## src/rtl/spi_pkg.sv

```systemverilog
// Shared constants and types for the single-byte SPI master.
package spi_pkg;

  localparam int WORD_W = 8;

  // Bit positions on the uio bus
  localparam int UIO_START = 0;
  localparam int UIO_MISO  = 1;
  localparam int UIO_SCLK  = 2;
  localparam int UIO_MOSI  = 3;
  localparam int UIO_CSN   = 4;
  localparam int UIO_BUSY  = 5;
  localparam int UIO_DONE  = 6;

  // Bits 2..6 drive out; START and MISO (0, 1) and bit 7 stay inputs
  localparam logic [7:0] UIO_OE = 8'h7C;

  typedef enum logic {
    IDLE = 1'b0,
    XFER = 1'b1
  } spi_state_t;

endpackage

```

## src/rtl/spi_master_core.sv

```systemverilog
// SPI mode 0 byte engine, MSB first, SCLK = clk/2.
//
// state | meaning
// IDLE  | waiting for a rising edge on start; CS_n high
// XFER  | shifting 8 bits; phase 0 raises SCLK, phase 1 lowers it
module spi_master_core
  import spi_pkg::*;
(
  input  logic              clk,
  input  logic              rst,
  input  logic              start,
  input  logic [WORD_W-1:0] tx_data,
  input  logic              miso,
  output logic              sclk,
  output logic              mosi,
  output logic              cs_n,
  output logic              busy,
  output logic              done,
  output logic [WORD_W-1:0] rx_data
);

  spi_state_t        state;
  logic              start_q;
  logic              phase;
  logic [2:0]        count;
  logic [WORD_W-1:0] tx_shift;
  logic [WORD_W-1:0] rx_shift;

  // Start edge detect, transfer sequencing and shift registers
  always_ff @(posedge clk) begin
    if (rst) begin
      state    <= IDLE;
      start_q  <= 1'b0;
      phase    <= 1'b0;
      count    <= '0;
      tx_shift <= '0;
      rx_shift <= '0;
      sclk     <= 1'b0;
      mosi     <= 1'b0;
      cs_n     <= 1'b1;
      busy     <= 1'b0;
      done     <= 1'b0;
      rx_data  <= '0;
    end else begin
      // start_q tracks the pin even while busy so a held start never retriggers
      start_q <= start;
      done    <= 1'b0;
      case (state)
        IDLE: begin
          if (start && !start_q) begin
            tx_shift <= tx_data;
            mosi     <= tx_data[WORD_W-1];
            cs_n     <= 1'b0;
            busy     <= 1'b1;
            sclk     <= 1'b0;
            count    <= 3'd7;
            phase    <= 1'b0;
            state    <= XFER;
          end
        end
        XFER: begin
          if (!phase) begin
            sclk     <= 1'b1;
            rx_shift <= {rx_shift[WORD_W-2:0], miso};
            phase    <= 1'b1;
          end else begin
            sclk  <= 1'b0;
            phase <= 1'b0;
            if (count == 3'd0) begin
              // Last bit was captured on the preceding rising half
              cs_n    <= 1'b1;
              busy    <= 1'b0;
              done    <= 1'b1;
              rx_data <= rx_shift;
              state   <= IDLE;
            end else begin
              tx_shift <= {tx_shift[WORD_W-2:0], 1'b0};
              mosi     <= tx_shift[WORD_W-2];
              count    <= count - 3'd1;
            end
          end
        end
        default: state <= IDLE;
      endcase
    end
  end

endmodule

```

## src/rtl/tt_um_spi_master.sv

```systemverilog
// Tiny Tapeout pin wrapper around the SPI master core.
module tt_um_spi_master
  import spi_pkg::*;
(
  input  logic       clk,
  input  logic       rst,
  input  logic       ena,
  input  logic [7:0] ui_in,
  output logic [7:0] uo_out,
  input  logic [7:0] uio_in,
  output logic [7:0] uio_out,
  output logic [7:0] uio_oe
);

  logic sclk;
  logic mosi;
  logic cs_n;
  logic busy;
  logic done;
  logic unused_pins;

  spi_master_core u_core (
    .clk     (clk),
    .rst     (rst),
    .start   (uio_in[UIO_START]),
    .tx_data (ui_in),
    .miso    (uio_in[UIO_MISO]),
    .sclk    (sclk),
    .mosi    (mosi),
    .cs_n    (cs_n),
    .busy    (busy),
    .done    (done),
    .rx_data (uo_out)
  );

  // Map core outputs onto the fixed uio bit positions; unused bits read 0
  always_comb begin
    uio_out           = '0;
    uio_out[UIO_SCLK] = sclk;
    uio_out[UIO_MOSI] = mosi;
    uio_out[UIO_CSN]  = cs_n;
    uio_out[UIO_BUSY] = busy;
    uio_out[UIO_DONE] = done;
  end

  assign uio_oe = UIO_OE;

  // ena and the upper uio inputs carry no function
  assign unused_pins = &{1'b0, ena, uio_in[7:2]};

endmodule

```

## config.mk

```make
export PLATFORM = sky130hd
export DESIGN_NAME = tt_um_spi_master
export DESIGN_NICKNAME = d
export VERILOG_FILES = /design/src/rtl/spi_pkg.sv /design/src/rtl/spi_master_core.sv /design/src/rtl/tt_um_spi_master.sv
export SDC_FILE = /design/constraint.sdc
export NUM_CORES = 1
export LEC_CHECK = 0
export CAP_MARGIN = 20
export CELL_PAD_IN_SITES_DETAIL_PLACEMENT = 0
export CELL_PAD_IN_SITES_GLOBAL_PLACEMENT = 1
export CORE_UTILIZATION = 39
export CTS_BUF_LIST = sky130_fd_sc_hd__clkbuf_2
export DETAILED_ROUTE_END_ITERATION = 10
export PLACE_DENSITY_LB_ADDON = 0.08
export SYNTH_ARGS = -nofsm -noshare
export SYNTH_HDL_FRONTEND = slang
export SYNTH_SLANG_ARGS = --single-unit
```

## constraint.sdc

```tcl
create_clock -name clk -period 3.72 [get_ports clk]
set_input_delay 0.372 -clock clk [delete_from_list [all_inputs] [get_ports clk]]
set_output_delay 0.372 -clock clk [all_outputs]
set_load 0.005 [all_outputs]
```

==> qor.yml <==
outcome:
  status: "finished, final reports clean"
flow_run:
  cap_violations: 0
worst_setup_path:
  cp-startpoint: "u_core.state$_SDFF_PP0_"
  crit_family: "flip-flops"
  required_ns: 3.99
  r2r-start: "u_core.state$_SDFF_PP0_"
  end_kind: "flip-flop"
  rr_endpoint: "u_core.tx_shift[6]$_SDFFE_PP0P_"
  crit_path_max_fanout: 18
  path_cells: "nor3b_4, a31oi_1, buf_4, mux2_2"
  rrSetupSlack_ns: 1.83
  worstPathArrival_ns: 2.16
  cp.buffers_inverters: 1
  rr_worst_depth: 4
  crit_slowest_cell: "dfxtp_1"
  endpoint: "u_core.tx_shift[6]$_SDFFE_PP0P_"
  cpPeakStageDelay_ns: 0.91
  path_class: "flip-flop to flip-flop"
  worst_setup_path_start_kind: "flip-flop"
  critical_path_depth: 4
synthesis:
  synthAdderAreaFrac_pct: 1.669
  synth_top_family_by_area: "simple AND/OR/NAND/NOR gates"
  avgSynthCellArea_sq_um: 9.797
  synth-seq-cells: 33
  ys_types: 27
  synth_compound_area_share_pct: 12.69
  netlist_area_sq_um: 1499
  synth.yosys.seq_area_share_pct: 44.07
  synthCells: 153
  synth.area.mux_share_pct: 13.44
  synth-simple-area-share_pct: 14.94
  synth_xor_xnor_area_share_pct: 0
  yosysWarnings: 0
timing:
  final_max_slew_viol_count: 0
  fin_crit_sh_pct: 50.88
  period_needed_ns: 1.893
  skew_ns: 0.02964
  rsz0062_at_grt: "no"
  holdWs_ns: 0.4523
  hold_viol: 0
  fin_tns_setup_ns: 0
  tightest_slew_ns: 0.8513
  setup_viol: 0
  fmax_mhz: 528.3
  slew_headroom_pct: 43.17
floorplanning:
  placeableCoreArea_sq_um: 3661
  floorplan.initialDensity_pct: 40.94
  num_rows: 22
  dieHeight_microns: 64.00
  io_pins: 43
  die_area_sq_um: 4095
  die_w_microns: 64.00
layout:
  drive_gt1_share_pct: 12.87
  n_antenna_cell: 0
  area.growth.synth_to_final_pct: 16.28
  nNetsFinal: 191
clock_network:
  insertion_delay_ns: 0.38
  ctsHtreeMaxLevel: 2
  cts_num_sinks: 33
  hold_buffers: 0
  cts_tree: "done"
  cts_made_buffers: 5
  cts_buffer_depth: 2
  clockRootBuffer: "clkbuf_2"
  postCtsSetupBuffers: 0
  ctsResizeCount: 0
  path_clk_slew_ns: 0.19
worst_hold_path:
  hold_path_class: "flip-flop to flip-flop"
pwr:
  ir_drop_mv: 0.1718
  power_density_nw_per_um2: 405.9
  p_leak_uw: 0.0007003
drt:
  first_pass_iters: 4
  viasPerCell: 4.658
  drt-total-wl_mm: 2.477
  drt-initial-drc-count: 33
  drc_errors: 0
  num_vias: 1020
  wl_per_cell_microns: 11.31
  drtAntennaViolNets: 0
grt:
  grt_max_degree: 24
  grt_use_total_pct: 14.06
  grt_pass1_vias: 955
  antenna_found_initial: 0
  grt_pass1_wl_mm: 4.278
  grt.overflow.total: 0
place:
  dp_hpwl_mm: 1.706
  place_congestion: 0.6959
  port_buffers: 24
## sequential cells by signal, indices dropped and copies added, names as in the netlist
name             cells
u_core.count         3
u_core.mosi          1
u_core.rx_data       8
u_core.cs_n          1
u_core.state         1
u_core.tx_shift      7
u_core.rx_shift      8
u_core.done          1
u_core.start_q       1
u_core.sclk          1
u_core.busy          1
## worst reg2reg max path: stages, from the launching register on
cell and delay (ns):
dfxtp_1 0.91, nor3b_4 0.12, a31oi_1 0.17, buf_4 0.25, mux2_2 0.36
## cells by family after synthesis
kind of cell	after synthesis
and+or+nand+nor	43
DFF	33
buffers and inverters	30
AOI/OAI and AO/OA	27
muxes	16
adders and majority gates	2
other	2
## layout by cell type (no fill, tap or decap)
cell,count
nor2b_1,10
clkbuf_2,5
nand2_1,17
a21oi_1,10
a31o_2,1
nor3b_1,1
conb_1,11
o21a_1,4
mux2_4,8
dfxtp_1,33
mux2_2,1
inv_1,5
nand3_1,1
nor3b_4,1
buf_4,2
nor3_2,1
clkdlybuf4s50_1,24
nor2_1,9
o21ai_0,2
clkinvlp_4,1
and4b_1,1
a221oi_2,1
bufinv_16,1
clkinv_1,1
a31oi_1,1
mux2i_1,7
a22o_1,8
ha_1,2
nand2b_1,2
## worst min-delay path by stage
| stage | start | to | depth (start not counted) | slack, ns |
|---|---|---|---|---|
| floorplan | u_core.rx_shift[7]$_SDFFE_PP0P_ | u_core.rx_shift[7]$_SDFFE_PP0P_ | 2 | 0.44 |
| global placement | u_core.busy$_SDFFE_PP0P_ | u_core.busy$_SDFFE_PP0P_ | 1 | 0.45 |
| detailed placement | u_core.rx_shift[1]$_SDFFE_PP0P_ | u_core.rx_shift[2]$_SDFFE_PP0P_ | 2 | 0.46 |
| CTS | u_core.rx_shift[2]$_SDFFE_PP0P_ | u_core.rx_shift[3]$_SDFFE_PP0P_ | 2 | 0.46 |
| global route | u_core.rx_shift[2]$_SDFFE_PP0P_ | u_core.rx_shift[3]$_SDFFE_PP0P_ | 2 | 0.48 |
| finish | u_core.rx_shift[2]$_SDFFE_PP0P_ | u_core.rx_shift[3]$_SDFFE_PP0P_ | 2 | 0.45 |
## metal layers
layer	GRT usage (%)	part of all wire [%]	vias to the layer above	wire length, microns
met5	0	0	-	0
met4	6.818	1.9	0	48
met3	5.357	5.6	5	139
met2	21.41	44	26	1086
met1	17.25	49	474	1203
li1	-	-	515	-
## synthesized netlist by cell type
| master | n | area [sq um] |
|---|---|---|
| buf_2 | 2 | 10.01 |
| nand3_1 | 1 | 5.000 |
| o21ai_0 | 2 | 10.01 |
| mux2i_1 | 7 | 70.07 |
| a22o_1 | 8 | 70.07 |
| a21oi_1 | 10 | 50.05 |
| clkbuf_1 | 5 | 18.77 |
| nand2b_1 | 2 | 12.51 |
| nand2_1 | 17 | 63.81 |
| a221oi_2 | 1 | 15.01 |
| buf_6 | 2 | 22.52 |
| conb_1 | 2 | 7.510 |
| a31oi_1 | 1 | 6.260 |
| mux2_4 | 8 | 120.1 |
| nor2_1 | 9 | 33.78 |
| and4b_1 | 1 | 10.01 |
| ha_1 | 2 | 25.02 |
| buf_4 | 16 | 120.1 |
| nor3b_4 | 1 | 18.77 |
| inv_1 | 5 | 18.77 |
| o21a_1 | 4 | 30.03 |
| dfxtp_1 | 33 | 660.6 |
| nor3b_1 | 1 | 7.510 |
| mux2_2 | 1 | 11.26 |
| nor3_2 | 1 | 10.01 |
| a31o_2 | 1 | 8.760 |
| nor2b_1 | 10 | 62.56 |
## area by class of cell
type / count / area (sq um)
multi-input combinational: 99 / 681.9
clock inverter: 3 / 41.29
sequential: 33 / 660.6
tap: 48 / 60.06
inverter: 5 / 18.77
timing repair buffer: 26 / 255.2
fill: 372 / 1918
clock buffer: 5 / 25.02
## power by group
part           switching, uW  internal, uW
clock                    120           111
combinational           41.6          51.3
sequential              14.6           369
total                    176           532
## per-stage QoR
stage	util (%)	power, uW	instances	cell area, sq um	worst slack [ns]
finish	47.61	707.5	219	1743	1.827
detailed placement	45.80	485.3	211	1677	1.785
CTS	47.61	720.1	219	1743	1.786
global route	47.61	748.5	219	1743	1.595
floorplan	-	469.2	162	1533	2.268
global placement	45.80	482.7	211	1677	1.819
Power figures use the tool's default switching activity.
